**config.mk**
```make
export PLATFORM = sky130hd
export DESIGN_NAME = prio_encoder_rr
export DESIGN_NICKNAME = d
export VERILOG_FILES = /design/src/rtl/prio_encoder_rr.sv
export SDC_FILE = /design/constraint.sdc
export NUM_CORES = 1
export LEC_CHECK = 0
export CAP_MARGIN = 20
export CORE_AREA = 2 2 43 45
export CTS_CLUSTER_SIZE = 40
export DETAILED_ROUTE_END_ITERATION = 10
export DIE_AREA = 0 0 45 47
export GPL_TIMING_DRIVEN = 0
export PLACE_DENSITY_LB_ADDON = 0.2
export SLEW_MARGIN = 5
export SYNTH_ARGS = -nofsm -noshare
export SYNTH_HDL_FRONTEND = slang
export SYNTH_SLANG_ARGS = --single-unit
```
**constraint.sdc**
```tcl
create_clock -name clk -period 2.2 [get_ports clk]
set_input_delay 0.44 -clock clk [delete_from_list [all_inputs] [get_ports clk]]
set_output_delay 0.44 -clock clk [all_outputs]
set_load 0.1 [all_outputs]
```
**src/rtl/prio_encoder_rr.sv**
```systemverilog
// Registered request serialiser: captures request lines into a pending set and
// issues one index at a time over valid/ready, fixed-priority or round-robin.
module prio_encoder_rr #(
    parameter int WIDTH = 8,
    parameter int IDX_W = 3,
    parameter int MODE  = 0
) (
    input  logic             clk,
    input  logic             rst,
    input  logic [WIDTH-1:0] req_in,
    input  logic             out_ready,
    output logic             out_valid,
    output logic [IDX_W-1:0] out_idx,
    output logic [WIDTH-1:0] pending,
    output logic             drop,
    output logic             busy
);

    typedef enum logic {EMPTY, FULL} state_t;

    state_t           state;
    logic [WIDTH-1:0] pending_q;
    logic [IDX_W-1:0] rr_ptr;

    logic [WIDTH-1:0] cand;
    logic [WIDTH-1:0] rot;
    logic             slot_free;
    logic [IDX_W-1:0] fix_k;
    logic [IDX_W-1:0] rr_off;
    logic [IDX_W:0]   rr_sum;
    logic [IDX_W:0]   nxt_sum;
    logic [IDX_W-1:0] sel_idx;
    logic [IDX_W-1:0] next_ptr;

    // Selection: highest set bit for fixed mode; for round-robin the candidate
    // vector is rotated so rr_ptr lands at bit 0, the lowest set bit is found,
    // and the offset is added back modulo WIDTH using one spare bit of headroom.
    always_comb begin
        cand      = pending_q | req_in;
        slot_free = (state == EMPTY) || out_ready;

        fix_k = '0;
        for (int i = 0; i < WIDTH; i++) begin
            if (cand[i]) fix_k = IDX_W'(i);
        end

        rot    = WIDTH'({cand, cand} >> rr_ptr);
        rr_off = '0;
        for (int i = WIDTH - 1; i >= 0; i--) begin
            if (rot[i]) rr_off = IDX_W'(i);
        end

        rr_sum = {1'b0, rr_ptr} + {1'b0, rr_off};
        if (rr_sum >= (IDX_W+1)'(WIDTH)) rr_sum = rr_sum - (IDX_W+1)'(WIDTH);

        sel_idx  = (MODE == 0) ? fix_k : rr_sum[IDX_W-1:0];
        nxt_sum  = {1'b0, sel_idx} + (IDX_W+1)'(1);
        next_ptr = (nxt_sum == (IDX_W+1)'(WIDTH)) ? '0 : nxt_sum[IDX_W-1:0];
    end

    // Output slot and pending set; while the slot is stalled new requests only
    // merge into pending_q and the presented index stays frozen.
    always_ff @(posedge clk or posedge rst) begin
        if (rst) begin
            state     <= EMPTY;
            out_idx   <= '0;
            pending_q <= '0;
            drop      <= 1'b0;
            rr_ptr    <= '0;
        end else begin
            drop <= |(req_in & pending_q);
            if (slot_free) begin
                if (|cand) begin
                    state     <= FULL;
                    out_idx   <= sel_idx;
                    pending_q <= cand & ~(WIDTH'(1) << sel_idx);
                    if (MODE == 1) rr_ptr <= next_ptr;
                end else begin
                    state     <= EMPTY;
                    pending_q <= '0;
                end
            end else begin
                pending_q <= cand;
            end
        end
    end

    assign out_valid = (state == FULL);
    assign pending   = pending_q;
    assign busy      = out_valid | (|pending_q);

endmodule

```
== Word-level counts from Yosys, hierarchy flattened ==
Index checks and enable logic that the tools add are counted.

* Flip-flop bits (word level): 13
* Output and inout bits: 14
* Logic and storage cells: 26

* Shifts and indexed selects: 1
* Muxes and demuxes: 10
* Bitwise logic cells: 6
* Reductions and logical operators: 5

{| class="wikitable"
|+ Operators with widths
! cell !! number
|-
| OR reduction 8 bit || 3
|-
| AND 8 bit || 2
|-
| 2-to-1 mux 8 bit || 2
|-
| 2-to-1 mux 3 bit || 5
|-
| inverter 8 bit || 1
|-
| bitwise OR 8 bit || 1
|-
| left shift 1 x 3 -> 8 bit (first input constant) || 1
|-
| 2-to-1 mux 1 bit || 2
|-
| 2-to-1 mux 2 bit || 1
|-
| AND reduction 2 bit || 1
|-
| logical OR 1 bit || 1
|-
| inverter 1 bit || 1
|-
| bitwise OR 1 bit || 1
|}

== Logic depth before layout (Yosys ltp) ==
* Depth in word-level cells: 13
* Depth in mapped cells: 4
* Gate-level depth less buffers: 4

== Worst setup path before layout ==
OpenSTA, ideal clock, no wires.

* Path type: register -> output
* From: register pending_q[5], in the netlist pending[5]
* To: output port busy
* Arrival time: 1.926 ns
* Required time: 1.760 ns
* Path slack: -0.166 ns
* Cell stages (with the launch flop): 3
* Path buffers: 0
* Path through: dfrtp_1 -> nor4_1 -> nand3_1

* Word-level cells in the longest chain between the ends: 2

{| class="wikitable"
|+ RTL lines
! what !! line !! source
|-
| start, declared || 22 || <nowiki>logic [WIDTH-1:0] pending_q;</nowiki>
|-
| start signal, assigned || 76 || <nowiki>pending_q <= cand & ~(WIDTH'(1) << sel_idx);</nowiki>
|-
| start signal, assigned || 83 || <nowiki>pending_q <= cand;</nowiki>
|-
| OR reduction 8 bit || 90 || <nowiki>assign busy = out_valid | (|pending_q);</nowiki>
|-
| bitwise OR 1 bit || 90 ||
|-
| end, declared || 16 || <nowiki>output logic busy</nowiki>
|}

Every way passes these cells.

== Worst setup path in the final report ==
* From: input port req_in[2]
* To: register out_idx[0]

* Word-level cells in the longest chain between the ends: 7

{| class="wikitable"
|+ RTL lines
! what !! line !! source
|-
| start, declared || 10 || <nowiki>input logic [WIDTH-1:0] req_in,</nowiki>
|-
| bitwise OR 8 bit (*) || 39 || <nowiki>cand = pending_q | req_in;</nowiki>
|-
| 2-to-1 mux 2 bit || 44 || <nowiki>if (cand[i]) fix_k = IDX_W'(i);</nowiki>
|-
| 2-to-1 mux 3 bit (5 in a row) || 44 ||
|-
| end signal, assigned || 75 || <nowiki>out_idx <= sel_idx;</nowiki>
|-
| end, declared || 13 || <nowiki>output logic [IDX_W-1:0] out_idx,</nowiki>
|}

Every way passes the cells marked *; elsewhere a longest branch is shown, timed or not.
A chain may end at the register's enable or synchronous reset.

==> out/metrics.cfg <==
[final_layout]
drive_above_1_share_pct=12.9
fin_util_pct=55.9
multi_input_comb_area_um2=310
design_area_um2=923
final_cells=110
layout.nets=105
fillerInstances=171
area_delta_synth_final_pct=43.6
seq_area_um2=327
n_antenna_cell=0

[power_and_ir_drop]
p_int_mw=0.356
swShare_pct=33.4
clockPowerShare_pct=27.3
p_sw_mw=0.179
p_per_area_nw_per_um2=580
p_seq_share_pct=47.6
vdd_drop_max_uv=376
p_leak_nw=0.333
comb_power_share_pct=25.1

[yosys]
syn_avg_cell_area_um2=9.89
synth_cells=65
ys_seq_area_share_pct=50.6
yosys_warnings=0
synth-seq-cells=13
synth_cell_types=24
syn-num-nets=76
synthesis.area_um2=643

[floorplan]
die_y_um=47
start_util_pct=38.9
pin_count=25
fp-row-count=15
core_um2=1650
die_w_um=45
die_area_um2=2120

[cts]
tritoncts=done
cts_buffers=3
clockBufferDepth=2
root_buffer=clkbuf_4
htreeDepth=1
clkTransAtPathRegs_ps=80
cts.sinks=13
post_cts_buffers=0
cts_hold_buf=0
clkLatencyLatePin_ps=270

[timing]
max_freq_mhz=474
hold_viol=0
rsz0062_at_grt=no
tns_ps=0
finalCriticalPeriod_ps=2110
finalWorstSetupSlack_ps=90.8
max_slew.worst_pin.slew_ps=966
finalSetupViolCount=0
clock-skew-final_ps=3.12
slew_headroom_pct=35.5
slew_violations=0
post-route-period-util_pct=95.9

[route]
wirelength_um=1590
route.detailed.drc=0
ant_nets=0
wl_per_cell_um=14.4
routed-via-count=654
drtPass1Iterations=4
routed_via_density=5.95
drt_iter0_drc=29

[setup_path]
crit_fanout=4
crit_family=simple AND/OR/NAND/NOR gates
r2r_start=pending[2]
cpMaxStageDelayCell=or4_4
cp-start-kind=input port
slowest_delay_ps=590
cp.required_ps=2360
worstSetupPathType=in -> reg
endpoint_kind=flop
worstSetupStartpoint=req_in[2]
critPathArrivalTime_ps=2270
crit_buf_inv=1
crit_chain=clkdlybuf4s50_1, or4_4, nor4b_4, a21oi_2, mux2_4

[placement]
dp_cells=106
gp_congestion=0.781
place_ws_ps=-188
io_buffers=24
dpl_cell_area_um2=911
dp_hpwl_um=1220

[global_route]
grtUsageTotal_pct=17.2
grt_pass1_wl_um=2560
grt_start_max_net_pins=14
grt_overflow_total=0
grt_pass1_vias=596
antenna_found_initial=0

[min_path]
min_path_type=in -> async

[outcome]
status=finished clean

[job]
cap_violations=0

## power groups by stage
| stage | combinational [mW] | clock, mW | sequential, mW |
|---|---|---|---|
| CTS | 0.136 | 0.152 | 0.255 |
| finish | 0.135 | 0.146 | 0.255 |
| global placement | 0.140 | 0 | 0.260 |
| floorplan | 0.0273 | 0 | 0.325 |
| global route | 0.142 | 0.161 | 0.257 |
| detailed placement | 0.140 | 0 | 0.260 |
## area by class of cell
cell class | count | area share, %
plain buffers | 1 | 0.542
clock buffers | 4 | 2.85
inverters | 2 | 0.813
multi-input cells | 49 | 33.6
flip-flops and latches | 13 | 35.4
well taps | 17 | 2.30
repair buffers | 24 | 24.5
## worst register-to-register path, cell delays in order (launching register included)
cell and delay (ps):
dfrtp_2 450, or4_4 560, nor4b_4 370, a21oi_2 110, mux2_4 300
## cells in the final DEF, fill, tap and decap left out, drive strengths merged, types with 3 or more instances in the layout
cell type,n
a22oi,4
nor2,13
or4,3
dfrtp,13
a21oi,6
clkdlybuf4s50,10
dlygate4sd2,11
clkbuf,5
a31oi,4
## layer usage
metal	GRT usage [%]	up-vias	wire length, um
met2	26.3	38	695
met3	3.85	5	152
li1	-	306	-
met1	22.3	305	705
met4	10.6	0	35
met5	0	-	0
## repair_timing
item,in CTS,in global routing
gates resized for setup,12,4
endpoints found under the hold margin,0,0
endpoints found under the setup margin,12,3
## registers in the layout, summed over array words and instances, names as in the netlist
signal,flops
out_valid,1
out_idx,3
drop,1
pending,8
## cell families after synthesis
logic type,after synthesis,synth area share [%]
simple gates,27,23.7
compound gates,21,21.4
flops,13,50.6
buf+inv,3,1.95
mux,1,2.33
## path summary, 6_finish.rpt
path                         endpoint  cells after the start  slack (ps)
max                        out_idx[0]                      5          90
min                        out_idx[2]                      2         480
max reg2reg                out_idx[0]                      4         300
min reg2reg                out_idx[0]                      1         510
max in group asynchronous  pending[2]                      2        1350
min in group clk           out_idx[0]                      1         510
## cell usage after synthesis (all sizes together)
master / count / area share, %
nor4b: 1 / 3.7
mux2: 1 / 2.3
nand2b: 1 / 0.97
a22oi: 4 / 4.7
o22ai: 1 / 0.97
inv: 2 / 1.2
a31oi: 4 / 3.9
o21ai: 2 / 1.6
nor3: 2 / 1.6
nor4: 2 / 1.9
nor2: 13 / 7.6
o31ai: 2 / 2.3
buf: 1 / 0.78
a211o: 1 / 1.4
a21oi: 6 / 5.3
nand3: 1 / 0.78
or4: 3 / 4.1
a31o: 1 / 1.4
nor2b: 1 / 0.97
nand4: 1 / 0.97
dfrtp: 13 / 51
nand2: 2 / 1.2
## stage by stage
| step | hold WS, ps | power (mW) |
|---|---|---|
| 2_1_floorplan | 317 | 0.352 |
| 3_3_place_gp | 500 | 0.400 |
| 3_5_place_dp | 498 | 0.401 |
| 4_1_cts | 497 | 0.542 |
| 5_1_grt | 527 | 0.560 |
| 6_report | 482 | 0.535 |
Note: power is estimated with default switching activity, not from simulation.
